File: src/rtl/seg7_pkg.sv
// Shared types and constants for the 4-digit multiplexed 7-segment display driver.
package seg7_pkg;

    typedef enum logic {
        BLANK = 1'b0,
        SHOW  = 1'b1
    } seg7_state_e;

    localparam logic [6:0] SEG_OFF = 7'h7F;
    localparam logic [3:0] AN_OFF  = 4'hF;

    // Active-low {g,f,e,d,c,b,a} glyphs, index 15 ("F") first.
    localparam logic [15:0][6:0] HEX_GLYPH = {
        7'h0E, 7'h06, 7'h21, 7'h46, 7'h03, 7'h08, 7'h10, 7'h00,
        7'h78, 7'h02, 7'h12, 7'h19, 7'h30, 7'h24, 7'h79, 7'h40
    };

endpackage

File: src/rtl/seg7_hex_decoder.sv
// Combinational hex nibble to active-low 7-segment glyph.
module seg7_hex_decoder
    import seg7_pkg::*;
(
    input  logic [3:0] nibble_i,
    output logic [6:0] seg_o
);

    assign seg_o = HEX_GLYPH[nibble_i];

endmodule

File: src/rtl/seg7_scan_driver.sv
// Refresh strobe, tear-free value commit and anti-ghosting blanking for a 4-digit display.
// Define SEG7_LEADING_ZERO_BLANK_EN to suppress leading-zero digits.
module seg7_scan_driver
    import seg7_pkg::*;
#(
    parameter int unsigned HALF_PERIOD = 5000,
    parameter int unsigned BLANK_CYC   = 100
) (
    input  logic        clk_10MHz_i,
    input  logic        rst,
    input  logic        we_i,
    input  logic [15:0] wdata_i,
    input  logic [1:0]  digit_i,
    output logic        en_o,
    output logic        pending_o,
    output logic [3:0]  an_o,
    output logic [6:0]  seg_o
);

    localparam int unsigned PW = (HALF_PERIOD > 1) ? $clog2(HALF_PERIOD) : 1;
    localparam int unsigned GW = (BLANK_CYC > 1) ? $clog2(BLANK_CYC) : 1;
    localparam logic [PW-1:0] PRE_LAST   = PW'(HALF_PERIOD - 1);
    localparam logic [GW-1:0] GUARD_LOAD = GW'(BLANK_CYC - 1);

`ifdef SEG7_LEADING_ZERO_BLANK_EN
    localparam bit LzBlank = 1'b1;
`else
    localparam bit LzBlank = 1'b0;
`endif

    logic [PW-1:0] pre_q, pre_d;
    logic          en_q, en_d;
    logic [15:0]   pend_q, pend_d;
    logic [15:0]   disp_q, disp_d;
    logic          pending_q, pending_d;
    logic [1:0]    prev_q;
    seg7_state_e   state_q;
    logic [GW-1:0] guard_q;
    logic [3:0]    an_q;
    logic [6:0]    seg_q;

    logic          change;
    logic          commit;
    logic [3:0]    nibble;
    logic [3:0]    show_an;
    logic [6:0]    show_seg;

    assign change = (digit_i != prev_q);
    assign commit = (prev_q == 2'd3) && (digit_i == 2'd0);

    always_comb begin
        pre_d = (pre_q == PRE_LAST) ? '0 : pre_q + 1'b1;
        en_d  = en_q ^ (pre_q == PRE_LAST);
    end

    // Commit takes the old pending value; a coincident write re-arms pending.
    always_comb begin
        disp_d    = disp_q;
        pend_d    = pend_q;
        pending_d = pending_q;
        if (commit && pending_q) begin
            disp_d    = pend_q;
            pending_d = 1'b0;
        end
        if (we_i) begin
            pend_d    = wdata_i;
            pending_d = 1'b1;
        end
    end

    always_comb begin
        unique case (digit_i)
            2'd0: nibble = disp_q[3:0];
            2'd1: nibble = disp_q[7:4];
            2'd2: nibble = disp_q[11:8];
            2'd3: nibble = disp_q[15:12];
        endcase
    end

    always_comb begin
        show_an = ~(4'b0001 << digit_i);
        if (LzBlank && (digit_i != 2'd0) && ((disp_q >> {digit_i, 2'b00}) == 16'h0)) begin
            show_an = AN_OFF;
        end
    end

    seg7_hex_decoder u_hex_decoder (
        .nibble_i (nibble),
        .seg_o    (show_seg)
    );

    always_ff @(posedge clk_10MHz_i) begin
        if (!rst) begin
            pre_q     <= '0;
            en_q      <= 1'b0;
            pend_q    <= 16'h0;
            disp_q    <= 16'h0;
            pending_q <= 1'b0;
        end else begin
            pre_q     <= pre_d;
            en_q      <= en_d;
            pend_q    <= pend_d;
            disp_q    <= disp_d;
            pending_q <= pending_d;
        end
    end

    always_ff @(posedge clk_10MHz_i) begin
        if (!rst) begin
            state_q <= BLANK;
            guard_q <= GUARD_LOAD;
            prev_q  <= 2'd0;
            an_q    <= AN_OFF;
            seg_q   <= SEG_OFF;
        end else begin
            prev_q <= digit_i;
            if (change) begin
                state_q <= BLANK;
                guard_q <= GUARD_LOAD;
                an_q    <= AN_OFF;
                seg_q   <= SEG_OFF;
            end else begin
                unique case (state_q)
                    BLANK: begin
                        if (guard_q == '0) begin
                            state_q <= SHOW;
                            an_q    <= show_an;
                            seg_q   <= show_seg;
                        end else begin
                            guard_q <= guard_q - 1'b1;
                            an_q    <= AN_OFF;
                            seg_q   <= SEG_OFF;
                        end
                    end
                    SHOW: begin
                        an_q  <= show_an;
                        seg_q <= show_seg;
                    end
                endcase
            end
        end
    end

    assign en_o      = en_q;
    assign pending_o = pending_q;
    assign an_o      = an_q;
    assign seg_o     = seg_q;

endmodule

File: config.mk
export PLATFORM = sky130hd
export DESIGN_NAME = seg7_scan_driver
export DESIGN_NICKNAME = d
export VERILOG_FILES = /design/src/rtl/seg7_pkg.sv /design/src/rtl/seg7_hex_decoder.sv /design/src/rtl/seg7_scan_driver.sv
export SDC_FILE = /design/constraint.sdc
export NUM_CORES = 1
export LEC_CHECK = 0
export BUFFER_PORTS_ARGS = -buffer_cell sky130_fd_sc_hd__buf_2
export CAP_MARGIN = 15
export CORE_MARGIN = 2
export CORE_UTILIZATION = 45
export DETAILED_ROUTE_END_ITERATION = 12
export GPL_ROUTABILITY_DRIVEN = 0
export PLACE_DENSITY = 0.63
export RECOVER_POWER = 50
export REMOVE_ABC_BUFFERS = 1
export SYNTH_ARGS = -nofsm -noshare
export SYNTH_HDL_FRONTEND = slang
export SYNTH_HIERARCHICAL = 1
export SYNTH_SLANG_ARGS = --single-unit
export TNS_END_PERCENT = 100
File: constraint.sdc
create_clock -name clk_10MHz_i -period 2.97 [get_ports clk_10MHz_i]
set_clock_uncertainty 0.15 [all_clocks]
set_input_delay 0 -clock clk_10MHz_i [delete_from_list [all_inputs] [get_ports clk_10MHz_i]]
set_output_delay 0 -clock clk_10MHz_i [all_outputs]
set_load 0.05 [all_outputs]
==> impl_metrics.csv, run 1 <==
group,metric,value,unit
run_status,outcome,"finished, final reports clean",
global_route,grt_pass1_wl,9420,µm
pwr,p_per_area,517,nW/µm²
floorplan,start_util,46.4,%
logic_synthesis,yosys_warnings,6,
pwr,pwr-share-seq,52.0,%
critical_path,cp-endpoint,"seg_o[3]",
global_route,grt_pass1_vias,2051,
routing,wirelength,5460,µm
critical_path,cp.required,3.04,ns
final_layout,mostFrequentLayoutCells,"dfxtp_1, nand2_1, nor2_1, mux2i_1, dlygate4sd3_1",
clock_tree,cts_setup_buffers,0,
global_route,grt_max_degree,39,
clock_tree,path_clk_slew,0.07,ns
sta,grt_setup_unrepaired,"no",
final_layout,nFillCells,594,
floorplan,coreArea,6350,µm²
logic_synthesis,seq_area_frac_synth,46.2,%
min_path,hp-class,"primary input to flip-flop",
sta,fin_crit,2.75,ns
sta,worstMarginPinSlew,1.28,ns
logic_synthesis,synth_area,2950,µm²
final_layout,fin_nets,385,
clock_tree,cts_hold_buf,20,
pwr,clockPowerShare,42.2,%
pwr,vdd_drop_max,0.000370,V
pwr,power.switching,397,µW
critical_path,rr_endpoint,"an_o[1]",
critical_path,critPathKind,"primary input to flip-flop",
place,port_buffers,33,
global_route,use_met2,25.3,%
sta,hold_slack,0.0655,ns
logic_synthesis,ys_ff_latch,68,
critical_path,startpoint_type,"primary input",
clock_tree,cts_made_buffers,9,
global_route,top_usage_layer,"met2",
routing,viasPerCell,4.96,
floorplan,die_area,7210,µm²
clock_tree,cts.sinks,68,
global_route,antenna_found_initial,0,
routing,ant_nets,0,
final_layout,drive_gt1_share,12.0,%
pwr,p_int,1420,µW
critical_path,slowest_delay,0.66,ns
sta,final-hold-violation-count,0,
logic_synthesis,yosysTopAreaCellShare,46.2,%
sta,max_slew_margin,14.5,%
critical_path,path_max_fanout,10,
critical_path,cp_slowest_cell,"mux4_2",
place,post-dp-hpwl,3560,µm
logic_synthesis,yosysTopAreaCell,"dfxtp_1",
routing,drt_pass1_iterations,4,
floorplan,fp-row-count,29,
final_layout,seqCellArea,1360,µm²
clock_tree,clkLatencyLatePin,0.34,ns
clock_tree,cts_root_buffer,"clkbuf_8",
sta,setup_viol,0,
global_route,grt_use_total,16.5,%
routing,drc,0,
global_route,use_met1,21.7,%
critical_path,worstSetupEndpointType,"flip-flop",
final_layout,areaGrowthSynthToFinish,19.3,%
sta,tns,0,ns
floorplan,die_x,84.9,µm
pwr,p_leak,0.00129,µW
sta,post-route-period-util,92.7,%
final_layout,diodes,0,
routing,avgRoutedWirePerCell,12.5,µm
clock_tree,cts_tree,"built",
sta,fmax,0.363,GHz
critical_path,critPathArrivalTime,2.82,ns
clock_tree,cts_buffer_depth,2,
floorplan,fp.dieH,84.9,µm
final_layout,multi_input_area,1470,µm²
routing,vias,2163,
logic_synthesis,synthTopCellsByArea,"dfxtp_1, mux2i_1, nand2_1, ha_1, a21boi_0",
logic_synthesis,avgSynthCellArea,9.66,µm²
global_route,globalRouteOverflowTotal,0,
critical_path,cp_cell_sequence,"dlygate4sd3_1 -> clkbuf_1 -> mux4_2 -> inv_1 -> ha_1 -> inv_1 -> mux4_2 -> or3_1",
final_layout,final_common_cell,"dfxtp_1",
logic_synthesis,syn_inst,305,
logic_synthesis,yosysUniqueCellTypes,38,
pwr,swShare,21.8,%
floorplan,pin_count,34,
clock_tree,cts_max_level,3,
critical_path,startpoint,"digit_i[1]",
run,drv_cap,0,
critical_path,r2r_start,"guard_q[0]",
critical_path,rrSetupSlack,0.31,ns
routing,drt_iter0_markers,68,
critical_path,rr_worst_depth,7,
pwr,p_comb_share,5.8,%
global_route,use_met3,3.60,%
clock_tree,cts.repair.resized,0,
sta,slew_viol_final,0,
==> power by group through the flow <==
| stage | logic, µW | registers [µW] | clock network, µW |
|---|---|---|---|
| 2_1_floorplan | 46.2 | 966 | 0 |
| 3_3_place_gp | 85.7 | 965 | 0 |
| 3_5_place_dp | 87.0 | 965 | 0 |
| 4_1_cts | 106 | 944 | 794 |
| 5_1_grt | 119 | 946 | 838 |
| 6_report | 105 | 945 | 767 |
==> area by class of cell <==
| type | count | share of cell area (%) |
|---|---|---|
| clock buffer | 12 | 4.42 |
| clock inverter | 4 | 1.35 |
| inverter | 8 | 0.855 |
| multi-input combinational | 213 | 41.9 |
| sequential | 68 | 38.7 |
| tap | 77 | 2.74 |
| timing repair buffer | 54 | 9.97 |
==> per-stage QoR <==
step / cell area (µm²) / worst slack, ns / utilization (%) / power [µW] / std cells
CTS: 3540 / 0.318 / 55.7 / 1840 / 436
global placement: 3130 / 0.731 / 49.3 / 1050 / 400
floorplan: 2860 / 0.788 / - / 1010 / 289
global route: 3510 / 0.0963 / 55.3 / 1900 / 436
detailed placement: 3130 / 0.662 / 49.3 / 1050 / 400
finish: 3510 / 0.216 / 55.3 / 1820 / 436
==> metal layers <==
metal / wire, µm / up-vias / part of all wire, %
li1: - / 1129 / -
met1: 2650 / 991 / 48
met2: 2530 / 37 / 46
met3: 207 / 6 / 3.8
met4: 72 / 0 / 1.3
met5: 0 / - / 0
==> cells in the mapped netlist (all sizes together) <==
cell	instances
dfxtp	68
nand2	43
nor2	25
mux2i	22
nor2b	17
a21boi	16
xnor2	13
ha	10
clkbuf	9
or3	9
inv	8
buf	7
a21oi	5
and2	5
mux4	5
nand3	5
nor3	5
nand4	4
xor2	4
nand2b	3
nand3b	3
o21ai	3
a211o	2
a211oi	2
and3	2
nor4	2
nor4b	2
o211ai	2
a32o	1
and4	1
or4	1
or4b	1
==> critical path, delay by kind of cell <==
family / cells / cell delay [ns]
multiplexers: 2 / 1.11
AND/OR/NAND/NOR: 1 / 0.37
buffers and inverters: 4 / 1.18
adder cells (fa/ha/maj): 1 / 0.16
==> registers in the layout, summed over array words and instances (netlist names) <==
name / flops
state_q: 1
en_o: 1
seg_o: 7
pre_q: 13
an_o: 4
disp_q: 16
pending_o: 1
prev_q: 2
pend_q: 16
guard_q: 7
==> logic make-up after synthesis <==
kind of cell               Yosys count  synth area share [%]
adders and majority gates           10                  4.25
xor gates and xnor gates            17                  5.06
buffers and inverters               24                  3.78
AOI/OAI and AO/OA                   31                  7.39
DFF                                 68                  46.2
and+or+nand+nor                    128                  22.0
muxes                               27                  11.3
==> how the worst min path moves through the flow <==
| stage | cells after the start | to | startpoint |
|---|---|---|---|
| final | 3 | pending_o | we_i |
| after global routing | 3 | pend_q[0] | we_i |
| after CTS | 3 | pending_o | we_i |
| after detailed placement | 3 | pend_q[7] | wdata_i[7] |
| after global placement | 3 | pend_q[13] | wdata_i[13] |
| after floorplan | 1 | an_o[3] | digit_i[1] |
Power figures use the tool's default switching activity.
==> inputs of run 2 (changes only) <==
--- a/config.mk
+++ b/config.mk
@@ -9,10 +9,10 @@
 export CAP_MARGIN = 15
 export CORE_MARGIN = 2
 export CORE_UTILIZATION = 45
+export CTS_BUF_LIST = sky130_fd_sc_hd__clkbuf_16
 export DETAILED_ROUTE_END_ITERATION = 12
 export GPL_ROUTABILITY_DRIVEN = 0
 export PLACE_DENSITY = 0.63
-export RECOVER_POWER = 50
 export REMOVE_ABC_BUFFERS = 1
 export SYNTH_ARGS = -nofsm -noshare
 export SYNTH_HDL_FRONTEND = slang
==> run 2 against run 1 <==
Critical path depth decreased by 1. Global-route usage increased by 0.45 points. Hold slack improved by 0.011 ns. Non-clock buffer count unchanged. Worst setup slack better by 0.092 ns. Via count up 0.83%. Clock power up 32%. Critical path type is now flip-flop to flip-flop. Critical endpoint is now an_o[1]. Largest cell class unchanged. Highest routed layer unchanged.
==> impl_metrics.csv, run 2 (same netlist as run 1, synthesis figures left out) <==
group,metric,value,unit
run_status,outcome,"finished, final reports clean",
global_route,grt_pass1_wl,9650,µm
sta,grt_setup_unrepaired,"no",
pwr,p_per_area,571,nW/µm²
critical_path,critPathArrivalTime,2.72,ns
critical_path,cp_num_buf_inv,2,
critical_path,rrSetupSlack,0.31,ns
sta,setup_viol,0,
pwr,p_leak,0.00136,µW
final_layout,drive_gt1_share,15.9,%
routing,vias,2181,
sta,final-hold-violation-count,0,
global_route,antenna_found_initial,0,
global_route,grt_pass1_vias,2100,
critical_path,slowest_delay,0.57,ns
pwr,vdd_drop_max,0.000385,V
floorplan,die_x,84.9,µm
pwr,p_int,1630,µW
global_route,globalRouteOverflowTotal,0,
critical_path,path_delay_family,"simple AND/OR/NAND/NOR gates",
routing,drt_iter0_markers,64,
critical_path,cp.required,3.03,ns
critical_path,cp_slowest_cell,"dlygate4sd3_1",
sta,post-route-period-util,89.6,%
clock_tree,cts_max_level,3,
routing,viasPerCell,5.00,
clock_tree,cts_hold_buf,20,
routing,drc,0,
critical_path,startpoint_type,"flip-flop",
final_layout,finish.utilization,57.0,%
clock_tree,cts_made_buffers,9,
sta,hold_slack,0.0766,ns
final_layout,nFillCells,566,
clock_tree,cts_root_buffer,"clkbuf_16",
pwr,power.switching,438,µW
clock_tree,cts.sinks,68,
final_layout,mostFrequentLayoutCells,"dfxtp_1, nand2_1, buf_2, nor2_1, mux2i_1",
critical_path,worstSetupEndpointType,"flip-flop",
pwr,pwr-share-seq,45.8,%
routing,avgRoutedWirePerCell,12.8,µm
sta,fmax,0.376,GHz
sta,max_slew_margin,47.9,%
global_route,grt_use_total,17.0,%
place,dp_cells,400,
sta,fin_crit,2.66,ns
critical_path,cp_cell_sequence,"inv_1 -> ha_1 -> nor4b_2 -> a21oi_1 -> nor2_1 -> nand3b_1 -> dlygate4sd3_1",
sta,tns,0,ns
floorplan,start_util,46.4,%
clock_tree,clkLatencyLatePin,0.33,ns
critical_path,path_max_fanout,11,
sta,worstMarginPinSlew,0.782,ns
final_layout,final_common_cell,"dfxtp_1",
clock_tree,cts_setup_buffers,0,
routing,drt_pass1_iterations,4,
clock_tree,cts.repair.resized,0,
floorplan,fp.dieH,84.9,µm
floorplan,die_area,7210,µm²
clock_tree,cts_buffer_depth,2,
final_layout,reg_top3,"disp_q x16, pend_q x16, pre_q x13",
clock_tree,path_clk_slew,0.05,ns
routing,ant_nets,0,
floorplan,fp-row-count,29,
final_layout,stdcell_count,436,
pwr,swShare,21.2,%
place,port_buffers,33,
routing,wirelength,5570,µm
min_path,hp-class,"primary input to flip-flop",
floorplan,pin_count,34,
critical_path,critPathKind,"flip-flop to flip-flop",
run,drv_cap,0,
clock_tree,cts_tree,"built",
sta,slew_viol_final,0,
final_layout,diodes,0,
final_layout,fin_nets,385,
global_route,grt_max_degree,39,
place,post-dp-hpwl,3560,µm
final_layout,areaGrowthSynthToFinish,22.8,%
floorplan,coreArea,6350,µm²
pwr,p_comb_share,5.1,%
pwr,clockPowerShare,49.1,%
-- run 2: worst paths after layout --
kind / from / end / cells after the start
max reg2reg: guard_q[0] / an_o[1] / 7
min: we_i / pending_o / 3
max: guard_q[0] / an_o[1] / 7
min reg2reg: pend_q[11] / disp_q[11] / 2
-- run 2: stage by stage --
stage / area, µm² / total power [µW] / worst slack [ns]
CTS: 3620 / 2090 / 0.329
finish: 3620 / 2070 / 0.308
floorplan: 2860 / 1010 / 0.788
detailed placement: 3130 / 1050 / 0.662
global route: 3620 / 2140 / 0.0953
global placement: 3130 / 1050 / 0.731
-- run 2: final cells by class --
class                   count  area [µm²]  share of cell area, %
multi-input cells         213        1470                   40.7
flip-flops and latches     68        1360                   37.6
repair buffers             54         373                   10.3
clock buffers               9         225                   6.23
well taps                  77        96.3                   2.66
clock inverters             7        58.8                   1.63
inverters                   8        30.0                  0.830
-- run 2: worst min-delay path: cells and delay by family --
kind | cells | cell delay (ns)
AOI/OAI and AO/OA | 1 | 0.19
buffers and inverters | 1 | 0.26
and+or+nand+nor | 1 | 0.05
-- run 2: metal layers --
metal / wire (µm) / vias to the layer above / global-route usage, %
met2: 2570 / 47 / 26.7
li1: - / 1130 / -
met1: 2700 / 995 / 21.8
met5: 0 / - / 0
met3: 222 / 9 / 4.77
met4: 81 / 0 / 7.50
-- run 2: power by group through the flow --
stage | Clock [µW] | Sequential (µW) | Combinational (µW)
finish | 1010 | 946 | 106
detailed placement | 0 | 965 | 87.0
global placement | 0 | 965 | 85.7
CTS | 1030 | 946 | 106
global route | 1080 | 948 | 120
floorplan | 0 | 966 | 46.2
